[config.mk]
export PLATFORM = sky130hd
export DESIGN_NAME = fifo_fill_sched
export DESIGN_NICKNAME = d
export VERILOG_FILES = /design/src/rtl/fifo_fill_sched.sv
export SDC_FILE = /design/constraint.sdc
export NUM_CORES = 1
export LEC_CHECK = 0
export CAP_MARGIN = 20
export CORE_MARGIN = 1
export CORE_UTILIZATION = 45
export CTS_CLUSTER_DIAMETER = 50
export DETAILED_ROUTE_END_ITERATION = 10
export DONT_BUFFER_PORTS = 1
export SLEW_MARGIN = 10
export SYNTH_ARGS = -nofsm -noshare
export SYNTH_HDL_FRONTEND = slang
export SYNTH_SLANG_ARGS = --single-unit
[constraint.sdc]
create_clock -name clk -period 2.8 [get_ports clk]
set_input_delay 0 -clock clk [delete_from_list [all_inputs] [get_ports clk]]
set_output_delay 0 -clock clk [all_outputs]
set_load 0.02 [all_outputs]
[src/rtl/fifo_fill_sched.sv]
// Fill sequencer: fetches NUM_ROWS words over Avalon-MM and unpacks each into the per-row FIFO, MSB byte first.
// Optional feature: define FILL_CHECKSUM_EN to build the running byte checksum (otherwise checksum is tied to 0).
module fifo_fill_sched #(
    parameter int                    DATA_WIDTH     = 8,
    parameter int                    BYTES_PER_WORD = 8,
    parameter int                    NUM_ROWS       = 9,
    parameter int                    ADDR_WIDTH     = 32,
    parameter logic [ADDR_WIDTH-1:0] BASE_ADDR      = '0
) (
    input  logic                                 clk,
    input  logic                                 rst_n,
    input  logic                                 start,
    output logic [ADDR_WIDTH-1:0]                address,
    output logic                                 read,
    input  logic                                 waitrequest,
    input  logic [DATA_WIDTH*BYTES_PER_WORD-1:0] readdata,
    input  logic                                 readdatavalid,
    output logic [NUM_ROWS-1:0]                  fifo_wren,
    output logic [DATA_WIDTH-1:0]                fifo_wdata,
    input  logic [NUM_ROWS-1:0]                  fifo_full,
    output logic                                 busy,
    output logic                                 done,
    output logic [15:0]                          checksum
);
    localparam int WORD_W = DATA_WIDTH * BYTES_PER_WORD;
    localparam int ROW_W  = $clog2(NUM_ROWS);
    localparam int BYTE_W = $clog2(BYTES_PER_WORD);
    localparam logic [ROW_W-1:0]  LAST_ROW  = ROW_W'(NUM_ROWS - 1);
    localparam logic [BYTE_W-1:0] LAST_BYTE = BYTE_W'(BYTES_PER_WORD - 1);

    typedef enum logic [2:0] {S_IDLE, S_REQ, S_WAIT, S_UNPACK, S_DONE} state_t;

    function automatic logic [DATA_WIDTH-1:0] pick_byte(input logic [WORD_W-1:0] w,
                                                        input logic [BYTE_W-1:0] k);
        pick_byte = w[(BYTES_PER_WORD - 1 - int'(k)) * DATA_WIDTH +: DATA_WIDTH];
    endfunction

    state_t                  state_q, state_d;
    logic [ROW_W-1:0]        row_q, row_d;
    logic [BYTE_W-1:0]       byte_q, byte_d;
    logic [WORD_W-1:0]       data_q, data_d;
    logic                    read_q, read_d;
    logic [ADDR_WIDTH-1:0]   address_q, address_d;
    logic [NUM_ROWS-1:0]     wren_q, wren_d;
    logic [DATA_WIDTH-1:0]   wdata_q, wdata_d;
    logic                    busy_q, busy_d;
    logic                    done_q, done_d;
`ifdef FILL_CHECKSUM_EN
    logic [15:0]             csum_q, csum_d;
`endif

    logic [NUM_ROWS-1:0] row_onehot;
    logic                full_row;

    assign row_onehot = NUM_ROWS'(1) << row_q;
    assign full_row   = |(fifo_full & row_onehot);

    always_comb begin
        state_d   = state_q;
        row_d     = row_q;
        byte_d    = byte_q;
        data_d    = data_q;
        read_d    = read_q;
        address_d = address_q;
        wren_d    = wren_q;
        wdata_d   = wdata_q;
        busy_d    = busy_q;
        done_d    = done_q;
`ifdef FILL_CHECKSUM_EN
        csum_d    = csum_q;
`endif
        unique case (state_q)
            S_IDLE, S_DONE: begin
                if (start) begin
                    state_d   = S_REQ;
                    row_d     = '0;
                    read_d    = 1'b1;
                    address_d = BASE_ADDR;
                    busy_d    = 1'b1;
                    done_d    = 1'b0;
`ifdef FILL_CHECKSUM_EN
                    csum_d    = '0;
`endif
                end
            end
            S_REQ: begin
                if (!waitrequest) begin
                    state_d = S_WAIT;
                    read_d  = 1'b0;
                end
            end
            S_WAIT: begin
                if (readdatavalid) begin
                    state_d = S_UNPACK;
                    data_d  = readdata;
                    byte_d  = '0;
                    wdata_d = pick_byte(readdata, '0);
                    wren_d  = full_row ? '0 : row_onehot;
                end
            end
            S_UNPACK: begin
                wren_d = '0;
                // wren_q high means byte_q is being pushed in the current cycle
                if (|wren_q) begin
`ifdef FILL_CHECKSUM_EN
                    csum_d = csum_q + 16'(wdata_q);
`endif
                    if (byte_q == LAST_BYTE) begin
                        if (row_q == LAST_ROW) begin
                            state_d = S_DONE;
                            busy_d  = 1'b0;
                            done_d  = 1'b1;
                        end else begin
                            state_d   = S_REQ;
                            row_d     = row_q + 1'b1;
                            read_d    = 1'b1;
                            address_d = BASE_ADDR + ADDR_WIDTH'(row_q) + ADDR_WIDTH'(1);
                        end
                    end else begin
                        byte_d = byte_q + 1'b1;
                        if (!full_row) begin
                            wren_d  = row_onehot;
                            wdata_d = pick_byte(data_q, byte_q + 1'b1);
                        end
                    end
                end else if (!full_row) begin
                    wren_d  = row_onehot;
                    wdata_d = pick_byte(data_q, byte_q);
                end
            end
            default: state_d = S_IDLE;
        endcase
    end

    always_ff @(posedge clk or negedge rst_n) begin
        if (!rst_n) begin
            state_q   <= S_IDLE;
            row_q     <= '0;
            byte_q    <= '0;
            data_q    <= '0;
            read_q    <= 1'b0;
            address_q <= '0;
            wren_q    <= '0;
            wdata_q   <= '0;
            busy_q    <= 1'b0;
            done_q    <= 1'b0;
`ifdef FILL_CHECKSUM_EN
            csum_q    <= '0;
`endif
        end else begin
            state_q   <= state_d;
            row_q     <= row_d;
            byte_q    <= byte_d;
            data_q    <= data_d;
            read_q    <= read_d;
            address_q <= address_d;
            wren_q    <= wren_d;
            wdata_q   <= wdata_d;
            busy_q    <= busy_d;
            done_q    <= done_d;
`ifdef FILL_CHECKSUM_EN
            csum_q    <= csum_d;
`endif
        end
    end

    assign address    = address_q;
    assign read       = read_q;
    assign fifo_wren  = wren_q;
    assign fifo_wdata = wdata_q;
    assign busy       = busy_q;
    assign done       = done_q;
`ifdef FILL_CHECKSUM_EN
    assign checksum   = csum_q;
`else
    assign checksum   = '0;
`endif

endmodule
==> results.toml <==
[synthesis]
number_of_flops_mapped_to_enable_cells_by_yosys = 0
yosysUniqueCellTypes = 63
seq_area_frac_synth = 0.421
syn_area_cell_um2 = 8.59
synth_async_sr_flop_share = 1.00
synthCells = 658
ys_ff_latch = 95
yosys_most_used_dff = "sky130_fd_sc_hd__dfrtp_1"
yosysWarnings = 0
post_synth_instance_area_um2 = 5650

[worst_setup_path]
critical_path.endpoint_type = "flip-flop"
critical_path.reg2reg.startpoint = "fifo_wren[4]"
worstPathRequired_ns = 3.03
critical_path.reg2reg.endpoint = "fifo_wdata[2]"
crit_path_start = "fifo_wren[4]"
crit_path_start_kind = "flip-flop"
r2r_setup_slack_ns = 0.05
cp.arrival_ns = 2.98
timing.critical_path.to = "fifo_wdata[2]"
worst-path-max-fanout = 12
setup.worst_path.class = "reg2reg"
reg2reg_depth = 7

[global_route]
grt_util_all_layers = 0.244
grt_first_pass_wirelength_um = 24300
grt_pass1_vias = 4643
grt_max_degree = 96
grt_overflow = 0
number_of_antenna_violations_at_the_first_check_in_global_routing = 0

[cells_and_area]
final_cells = 897
layout-drive-gt1-share = 0.100
layout-area-overhead-vs-synth_pct = 21.1
antenna_cells_inserted = 0
stdcell_area_um2 = 6840
finish.net_count = 810
layout.cells.most_common_list = "sky130_fd_sc_hd__nand2_1, sky130_fd_sc_hd__dfrtp_1, sky130_fd_sc_hd__dlygate4sd3_1"
final_common_cell = "sky130_fd_sc_hd__nand2_1"

[timing]
max_freq_mhz = 364
timing_max_transition_violations_final = 0
timing_hold_violations_final = 0
finalSetupViolations = 0
finalWorstPathRequiredPeriod_ns = 2.75
finClkSkew_ns = 0.0100
slew_headroom = 0.291
unrepaired_setup_endpoints_after_global_routing = "no"
hold_ws_ns = 0.00752
finalSetupTns_ns = 0
final_min_period_over_clock_period = 0.981
actual_transition_at_the_worst_max_transition_pin_ns = 1.06

[route]
ant_nets = 0
postRouteWirelength_um = 15200
post-route-drc-count = 0
route.vias.total = 4878
drt-pass1-iter-count = 5
wl_per_cell_um = 16.9
drtIter0Drc = 392
routed_via_density = 5.44

[clock_network]
htree_levels = 3
cts-root-buf = "sky130_fd_sc_hd__clkbuf_16"
clock_latency_ns = 0.36
post-cts-setup-buffers = 0
cts_buffer_depth = 2
clock_transition_at_the_register_clock_pins_on_the_worst_setup_and_hold_paths_after_cts_ns = 0.07
cts.sink_count = 95
clock_tree_from_tritoncts = "built"
inserted_clock_buffers = 9

[floorplan]
placeableCoreArea_um2 = 12100
num_io_pins = 146
start_util = 0.467
die-height_um = 114
rows = 40
die_w_um = 114
fp.dieArea_um2 = 13000

[pwr]
cell_leakage_power_nw = 3.24
ir_worst_vdd_v = 0.000621
power.density_nw_per_um2 = 1260

[placement]
routability_driven_placement_congestion_ratio = 0.841
place_hpwl_um = 10300
portBuffers = 0
post-place-cells = 815
placedInstanceArea_um2 = 5780

[run]
drv.max_cap_violation_count = 0

[status]
status = "finished clean"

[min_path]
timing.hold.worst.class = "in2reg"
==> timing repair <==
item                       in CTS  in global routing
gates resized for setup         0                  2
hold endpoints to repair      168                  0
hold buffers                   66                  0
setup endpoints to repair       0                  2
==> sequential cells by signal, summed over array words and instances (netlist names), 2 cells and up <==
register / cells
byte_q: 3
state_q: 3
fifo_wdata: 8
data_q: 64
fifo_wren: 9
address: 2
row_q: 3
==> metrics by stage <==
step                utilization  setup WS, ns  total power, mW
floorplan                     -         0.288             5.70
global placement          0.477         0.234             6.89
detailed placement        0.477         0.157             6.98
CTS                       0.564         0.141             8.64
global route              0.565       0.00924             9.28
finish                    0.565        0.0543             8.62
==> routing by layer <==
| metal | vias to the layer above | GRT usage | wire [um] |
|---|---|---|---|
| li1 | 2350 | - | - |
| met1 | 2347 | 0.335 | 6950 |
| met2 | 164 | 0.388 | 7210 |
| met3 | 17 | 0.0418 | 760 |
| met4 | 0 | 0.0935 | 259 |
| met5 | - | 0 | 0 |
==> cell usage after synthesis (7+ instances only) <==
cell,number,share of area
sky130_fd_sc_hd__dfrtp_1,95,0.42
sky130_fd_sc_hd__o31ai_1,9,0.012
sky130_fd_sc_hd__buf_4,43,0.057
sky130_fd_sc_hd__nand3_1,15,0.013
sky130_fd_sc_hd__buf_1,12,0.0080
sky130_fd_sc_hd__o22ai_1,7,0.0077
sky130_fd_sc_hd__buf_2,12,0.011
sky130_fd_sc_hd__a22o_1,14,0.022
sky130_fd_sc_hd__a31oi_1,12,0.013
sky130_fd_sc_hd__nor2_1,22,0.015
sky130_fd_sc_hd__nand2_1,208,0.14
sky130_fd_sc_hd__mux2i_1,18,0.032
sky130_fd_sc_hd__inv_1,7,0.0047
sky130_fd_sc_hd__o21ai_0,19,0.017
sky130_fd_sc_hd__a22oi_1,11,0.015
sky130_fd_sc_hd__o221ai_1,8,0.012
sky130_fd_sc_hd__ha_1,8,0.018
sky130_fd_sc_hd__a21oi_1,21,0.019
sky130_fd_sc_hd__clkbuf_1,20,0.013
==> kinds of logic after synthesis <==
kind of cell | after synthesis | share of synthesized area
buf+inv | 96 | 0.0977
compound gates | 150 | 0.199
other cells | 1 | 0.000664
mux | 27 | 0.0498
xor+xnor | 2 | 0.00443
flops | 95 | 0.421
fa+ha+maj | 8 | 0.0177
simple gates | 279 | 0.210
==> worst min path at each step <==
stage / slack, ns / cells after the start / startpoint / to
after floorplan: -0.30 / 0 / rst_n / address[3]
after global placement: -0.29 / 0 / rst_n / fifo_wren[6]
after detailed placement: -0.29 / 0 / rst_n / fifo_wren[4]
after CTS: 0.004 / 2 / readdata[57] / data_q[57]
after global routing: 0.02 / 2 / readdata[59] / data_q[59]
final: 0.008 / 2 / readdata[59] / data_q[59]
==> critical path, cell delays in order (launching register included) <==
cell and delay [ns]:
sky130_fd_sc_hd__dfrtp_1 0.40, sky130_fd_sc_hd__or4_4 0.67, sky130_fd_sc_hd__o31ai_4 0.29, sky130_fd_sc_hd__o22ai_1 0.11, sky130_fd_sc_hd__buf_4 0.17, sky130_fd_sc_hd__a2111oi_0 0.69, sky130_fd_sc_hd__buf_4 0.22, sky130_fd_sc_hd__o31ai_1 0.06
==> power by group <==
part           internal (mW)  total (mW)  switching, mW
sequential              1.97        2.61          0.645
combinational           1.88        4.48           2.60
clock                  0.966        1.53          0.563
total                   4.81        8.62           3.81
==> layout make-up <==
cell class / count / area (um2)
clock buffers: 9 / 225
clock inverters: 7 / 143
fillers: 1123 / 5270
inverters: 7 / 26.3
multi-input cells: 509 / 2900
flip-flops and latches: 95 / 2380
well taps: 168 / 210
repair buffers: 102 / 961
No activity file was read; power rests on OpenSTA's default activity.
